**src/rtl/video_timing_gen.sv**
```systemverilog
// rtl/video_timing_gen.sv - raster timing generator pulling RGB565 pixels from a FIFO and emitting RGB888 with syncs
module video_timing_gen #(
    parameter int H_ACTIVE = 640,
    parameter int H_FP     = 16,
    parameter int H_SYNC   = 96,
    parameter int H_BP     = 48,
    parameter int V_ACTIVE = 480,
    parameter int V_FP     = 10,
    parameter int V_SYNC   = 2,
    parameter int V_BP     = 33,
    parameter bit SYNC_POL = 1'b0
) (
    input  logic        clk,
    input  logic        rest,
    input  logic        enable,
    input  logic        fifo_empty,
    output logic        fifo_read_req,
    input  logic [15:0] fifo_read_data,
    output logic        frame_start,
    output logic        hsync,
    output logic        vsync,
    output logic        de,
    output logic [7:0]  red,
    output logic [7:0]  green,
    output logic [7:0]  blue,
    output logic        underflow
);

    localparam int H_TOTAL = H_ACTIVE + H_FP + H_SYNC + H_BP;
    localparam int V_TOTAL = V_ACTIVE + V_FP + V_SYNC + V_BP;
    localparam int HW = $clog2(H_TOTAL);
    localparam int VW = $clog2(V_TOTAL);

    localparam logic [HW-1:0] H_LAST = HW'(H_TOTAL - 1);
    localparam logic [HW-1:0] H_ACT  = HW'(H_ACTIVE);
    localparam logic [HW-1:0] H_SS   = HW'(H_ACTIVE + H_FP);
    localparam logic [HW-1:0] H_SE   = HW'(H_ACTIVE + H_FP + H_SYNC - 1);
    localparam logic [VW-1:0] V_LAST = VW'(V_TOTAL - 1);
    localparam logic [VW-1:0] V_ACT  = VW'(V_ACTIVE);
    localparam logic [VW-1:0] V_SS   = VW'(V_ACTIVE + V_FP);
    localparam logic [VW-1:0] V_SE   = VW'(V_ACTIVE + V_FP + V_SYNC - 1);

    typedef enum logic [1:0] {IDLE, RUN, DRAIN} state_t;

    state_t          state;
    logic            rst_hold;
    logic [HW-1:0]   h_cnt;
    logic [VW-1:0]   v_cnt;
    logic            de1, hs1, vs1, rd1;

    logic running, h_wrap, v_wrap, active, hs_pos, vs_pos;

    assign running = (state != IDLE);
    assign h_wrap  = (h_cnt == H_LAST);
    assign v_wrap  = (v_cnt == V_LAST);
    assign active  = running && (h_cnt < H_ACT) && (v_cnt < V_ACT);
    assign hs_pos  = running && (h_cnt >= H_SS) && (h_cnt <= H_SE);
    assign vs_pos  = running && (v_cnt >= V_SS) && (v_cnt <= V_SE);

    assign fifo_read_req = active && !fifo_empty;
    assign frame_start   = running && (h_cnt == '0) && (v_cnt == '0);

    // Reset release is held off one edge so the first state change lands on the second clk after rest falls.
    always_ff @(posedge clk or posedge rest) begin
        if (rest) begin
            rst_hold <= 1'b1;
        end else begin
            rst_hold <= 1'b0;
        end
    end

    always_ff @(posedge clk or posedge rest) begin
        if (rest) begin
            state     <= IDLE;
            h_cnt     <= '0;
            v_cnt     <= '0;
            de1       <= 1'b0;
            hs1       <= 1'b0;
            vs1       <= 1'b0;
            rd1       <= 1'b0;
            de        <= 1'b0;
            hsync     <= ~SYNC_POL;
            vsync     <= ~SYNC_POL;
            red       <= 8'd0;
            green     <= 8'd0;
            blue      <= 8'd0;
            underflow <= 1'b0;
        end else if (!rst_hold) begin
            if (running) begin
                if (h_wrap) begin
                    h_cnt <= '0;
                    v_cnt <= v_wrap ? '0 : v_cnt + 1'b1;
                end else begin
                    h_cnt <= h_cnt + 1'b1;
                end
            end

            case (state)
                IDLE:    if (enable) state <= RUN;
                RUN:     if (!enable) state <= DRAIN;
                DRAIN: begin
                    if (enable) begin
                        state <= RUN;
                    end else if (h_wrap && v_wrap) begin
                        state <= IDLE;
                    end
                end
                default: state <= IDLE;
            endcase

            de1 <= active;
            hs1 <= hs_pos;
            vs1 <= vs_pos;
            rd1 <= fifo_read_req;

            de    <= de1;
            hsync <= hs1 ^ ~SYNC_POL;
            vsync <= vs1 ^ ~SYNC_POL;
            // A starved active pixel still carries de but is forced black.
            if (rd1) begin
                red   <= {fifo_read_data[15:11], fifo_read_data[15:13]};
                green <= {fifo_read_data[10:5],  fifo_read_data[10:9]};
                blue  <= {fifo_read_data[4:0],   fifo_read_data[4:2]};
            end else begin
                red   <= 8'd0;
                green <= 8'd0;
                blue  <= 8'd0;
            end

            if (active && fifo_empty) underflow <= 1'b1;
        end
    end

endmodule

```
**config.mk**
```make
export PLATFORM = sky130hd
export DESIGN_NAME = video_timing_gen
export DESIGN_NICKNAME = d
export VERILOG_FILES = /design/src/rtl/video_timing_gen.sv
export SDC_FILE = /design/constraint.sdc
export NUM_CORES = 1
export LEC_CHECK = 0
export ABC_CLOCK_PERIOD_IN_PS = 2800
export CAP_MARGIN = 10
export CORE_AREA = 10 10 82 91
export DETAILED_ROUTE_END_ITERATION = 10
export DIE_AREA = 0 0 92 101
export SYNTH_ARGS = -nofsm -noshare
export SYNTH_HDL_FRONTEND = slang
export SYNTH_SLANG_ARGS = --single-unit
```
**constraint.sdc**
```tcl
create_clock -name clk -period 2.8 [get_ports clk]
set_input_delay 0.56 -clock clk [delete_from_list [all_inputs] [get_ports clk]]
set_output_delay 0.56 -clock clk [all_outputs]
set_load 0.01 [all_outputs]
```
Word-level counts from Yosys, hierarchy flattened
Cells that the tools add are included.
Widths: inputs -> output; s select.
Storage, ports and cells
  input port bits: 20
  logic and storage cells: 63
  bits in registers: 55
  output and inout port bits: 30
Operators by class
  bitwise logic cells: 3
  add/sub/neg operators: 2
  reductions and logical operators: 20
  multiplexer cells: 10
  order comparisons: 6
  eq/ne operators: 7
Operators by type and width (count)
  $mux 8: 3
  $add 10x1->10 const B: 2
  $eq 10x10->1 const B: 2
  $logic_not 10->1: 2
  $mux 10: 2
  $logic_and 1x1->1: 11
  $ge 10x10->1 const B: 1
  $ge 10x9->1 const B: 1
  $le 10x10->1 const B: 1
  $le 10x9->1 const B: 1
  $lt 10x10->1 const B: 1
  $lt 10x9->1 const B: 1
  $mux 2: 4
  $pmux 2 s3: 1
  $ne 2x2->1 const B: 2
  $reduce_and 2->1: 2
  $reduce_and 4->1: 1
  $ne 3x3->1 const B: 1
  $not 1->1: 3
  $reduce_and 3->1: 1
  $eq 2x1->1 const B: 1
  $eq 2x2->1 const B: 1
  $logic_not 2->1: 1
  $reduce_bool 2->1: 1
  $logic_not 1->1: 1

Depth between registers and ports, before layout
  word-level depth: 5
  depth in mapped cells: 6
  depth with buffers taken out: 6

Least setup slack after synthesis
No wires, ideal clock.
  kind: register to register
  from: register h_cnt[5]
  to: register v_cnt[9]
  setup time: 0.121 ns
  slack: 0.900 ns
  stages on the path, launching flop included: 5
  required time: 2.679 ns
  buffers on the path: 0
  arrival time: 1.779 ns
  period minus slack after synthesis: 1.900 ns
  cells stage by stage: dfrtp_1 -> or3_4 -> or4_4 -> o31a_1 -> o22a_1
On the way
  cells in the longest elaborated chain, start to end: 2
Ends and longest elaborated chain
  start, declared: RTL line 47  | logic [HW-1:0] h_cnt;
  start signal, assigned: RTL line 94  | h_cnt <= h_cnt + 1'b1;
  $eq 10x10->1: RTL line 54  | assign h_wrap = (h_cnt == H_LAST);
  $reduce_and 3->1 (no line)
  end signal, assigned: RTL line 92  | v_cnt <= v_wrap ? '0 : v_cnt + 1'b1;
  end, declared: RTL line 48  | logic [VW-1:0] v_cnt;
Every way passes these cells.
A chain may end at the register's enable or synchronous reset.

Worst setup path after layout
  from: register state[1]
  to: output frame_start
On the way
  cells in the longest elaborated chain, start to end: 3
Ends and longest elaborated chain
  start, declared: RTL line 45  | state_t state;
  start signal, assigned: RTL line 74  | state <= IDLE;
  start signal, assigned: RTL line 99  | IDLE: if (enable) state <= RUN;
  start signal, assigned: RTL line 100  | RUN: if (!enable) state <= DRAIN;
  $reduce_bool 2->1: RTL line 53  | assign running = (state != IDLE);
  $logic_and 1x1->1 (2 in a row): RTL line 61  | assign frame_start = running && (h_cnt == '0) && (v_cnt == '0);
  end, declared: RTL line 19  | output logic frame_start,
Every way passes these cells.

==> summary by stage <==
Clock network
In this run the clock root is driven by a sky130_fd_sc_hd__clkbuf_8. The total number of clock tree sinks is 47. The number of buffers inserted for hold repair after clock tree synthesis is 0. The number of levels in the clock H-tree is 2. Buffers inserted during clock tree synthesis total 5.

The number of buffers inserted to repair setup after CTS is 0. The number of gates resized after CTS was 0. Clock latency on the worst-skew pair, taken at its later pin, is 0.30 ns.

The clock passes through at most 2 buffers. The clock tree from TritonCTS is built. Clock-pin slew was measured on the worst setup and hold paths at 0.09 ns.

Worst setup path
STA classifies the critical path endpoint as an output pin. The largest fanout on the critical path is 7. The data arrival time of the critical path is 2.10 ns. The worst setup path startpoint is state[1]$_DFFE_PP0P_. The worst register-to-register path begins at h_cnt[0]$_DFFE_PP0P_.

The worst setup path is of the flop to output pin kind. The required time at the endpoint of the critical path is 2.24 ns. The launching element type of the critical path is a flop. Measured in cells, the most critical reg-to-reg path has a length of 5. The setup slack of the worst register-to-register path is 0.76 ns.

Routing
The via-per-instance ratio is 5.24. The total DRC errors in the routed layout is 0. The first TritonRoute pass finished after 4 iterations. Wires add up to 5.05 mm. After the first detailed-routing iteration, the DRC count stood at 62. Across all layers, the routed design uses 1740 vias.

Dividing the detail-routed wire length by the instance count gives 15.2 µm. The count of nets left with antenna violations once routing finished came out at 0.

Hold path
The number of cells on the worst hold path is 1. The source of the worst hold timing path is hs1$_DFFE_PP0N_. The worst hold path belongs to the class flop to flop.

Logic synthesis
The synthesized netlist occupies a cell area of 2200 µm². The synthesis warning total is 0. Synthesis produced a netlist with a net count of 236.

The number of different library cells in the post-synthesis netlist is 42. Counting flops and latches in the post-synthesis netlist gives 47. Of the synthesized area, sequential elements account for 53.5%. The number of cells produced by synthesis is 212. The average instance area after synthesis is 10.4 µm².

Final layout
For this run, the number of standard cells in the final layout without fillers is 332. The area growth from synthesis to layout is 28.5%. Leaving out fill and tap cells, the most frequent cell in the layout is sky130_fd_sc_hd__clkdlybuf4s50_1. The number of diodes added for antenna fixing is 0. The layout has 538 filler cells. The share of cells above drive strength 1 is 8.24%.

The final standard cell area without fillers is 2830 µm². Leaving out fill and tap cells, the most frequent cells in the layout are sky130_fd_sc_hd__clkdlybuf4s50_1, sky130_fd_sc_hd__dfrtp_1, sky130_fd_sc_hd__nand2_1. The sequential cells in the finished layout cover a total of 1180 µm². The number of nets in the layout is 278.

The area of the multi-input gates is 900 µm².

Placement
Buffers placed on the I/O ports in this run total 49. Once placement finished, the instance area stood at 2720 µm². Routability-driven placement finished with a final weighted congestion of 0.753. The total instance count after detailed placement is 324.

Summed over all nets, the half-perimeter wirelength after detailed placement is 3.79 mm.

Status
The run finished with clean final reports.

Global routing
After global routing the overflow that remains totals 0. The initial antenna violation count is 0. The global-route wire length before repair is 8.46 mm.

The number of global-route vias before repair was 1649. Global routing used 11.2% of the available tracks across all layers. The largest net degree at the start of global routing is 33.

Timing
The total count of max-transition violations in the final report is 0. The final critical-path required period is 2.66 ns. Final hold analysis gives a worst-case slack of 0.423 ns. The count of endpoints failing hold in the final timing report is 0.

Timing would allow up to 376 MHz. The setup violation total in the final timing report is 0. The clock arrives with 0.00787 ns of skew.

The share of the cycle needed by the critical path after routing is 94.9%. The normalized max-slew margin is 25.1%. Setup repair after global routing left no endpoint under its margin.

Summed over all failing endpoints, the final setup total negative slack is 0 ns. For the pin with the worst max-slew slack, the measured transition is 1.12 ns.

Pwr
The maximum vdd drop is 0.000425 V. The analysis attributes to cell leakage a power of 1.22 nW. The total power per unit cell area is 586 nW/µm².

Die
After floorplanning, the core was divided into 29 placement rows. For this configuration, the core starts out at a cell density of 38.9%. The region available for standard cell placement spans 5660 µm². The die extent in x is 92 µm. The die covers 9290 µm². 50 I/O pins were placed. The die extent in y is 101 µm.

Job
Max-cap violations in this run came to 0.
-- flip-flops by register name (all words and copies together) (netlist names) --
register,cells
red,5
blue,5
underflow,1
hs1,1
vsync,1
state,2
rd1,1
de1,1
vs1,1
hsync,1
rst_hold,1
de,1
v_cnt,10
h_cnt,10
green,6
-- report_power, final --
group | internal [mW] | switching [mW]
clock network | 0.266 | 0.231
logic | 0.186 | 0.155
registers | 0.754 | 0.0687
total | 1.21 | 0.455
-- stage by stage --
step | util, % | setup slack, ns | total power [mW]
after floorplan | - | 0.900 | 1.03
after global placement | 48.0 | 0.464 | 1.18
after detailed placement | 48.0 | 0.454 | 1.18
after CTS | 50.0 | 0.129 | 1.69
after global routing | 50.0 | 0.00749 | 1.77
final | 50.0 | 0.144 | 1.66
-- cell usage after synthesis (all sizes together) --
cell type   n  area (µm²)
o21ba       1        10.0
o22a        1        8.76
nand2      21        78.8
or3         4        30.0
nand3      13        65.1
nor3        7        35.0
a21oi       2        10.0
a31oi       1        6.26
and3        2        12.5
nor2       12        45.0
nand2b      2        12.5
o41ai       1        8.76
o22ai       1        6.26
o31a        1        8.76
dfrtp      44        1100
nor4b       1        8.76
xor2        5        43.8
nor2b       3        18.8
a21o        2        15.0
inv         6        22.5
or4         2        18.8
o21bai      1        7.51
nor4        4        31.3
a211oi      1        7.51
buf        11        75.1
clkbuf      7        26.3
ha          4        50.1
conb        1        3.75
a22o       18         158
o31ai       2        15.0
xnor2       5        43.8
mux2        1        11.3
o21ai      11        55.1
nand4       7        43.8
and2        1        6.26
dfstp       3        78.8
nand3b      2        15.0
and4        1        8.76
-- kinds of logic (layout without fill, tap and decap cells) --
logic type      count (synthesis)  in the layout  synth area share (%)
fa+ha+maj                       4              4                  2.27
other cells                     1              1                 0.170
simple gates                   82             82                  19.5
mux                             1              1                 0.511
buf+inv                        24             67                  5.62
compound gates                 43             43                  14.4
flops                          47             47                  53.5
xor+xnor                       10             10                  3.97
-- metal layers --
metal	global-route usage, %	wire length, µm
met2	15.8	2040
met1	14.9	2550
met4	4.87	110
met5	0	0
met3	4.10	349
-- critical path, cell delays in order, from the launching register on --
cell and delay, ns:
sky130_fd_sc_hd__dfrtp_1 0.45, sky130_fd_sc_hd__nor2_1 0.10, sky130_fd_sc_hd__or3_1 0.33, sky130_fd_sc_hd__nand2b_1 0.17
sky130_fd_sc_hd__nor3_1 0.16, sky130_fd_sc_hd__clkdlybuf4s50_1 0.58
-- worst paths after layout --
check / endpoint
setup / recovery: frame_start
hold / removal: hsync$_DFFE_PP1N_
hold reg to reg: hsync$_DFFE_PP1N_
setup reg to reg: v_cnt[9]$_DFFE_PP0P_
max in group asynchronous: h_cnt[4]$_DFFE_PP0P_
min in group asynchronous: red[2]$_DFFE_PP0N_
-- area by class of cell --
class,instances,share of cell area (%)
tap,77,3.40
clock inverter,3,1.55
sequential,47,41.7
inverter,6,0.795
multi-input combinational,141,31.8
timing repair buffer,53,18.4
clock buffer,5,2.43
No activity file was read; power rests on OpenSTA's default activity.
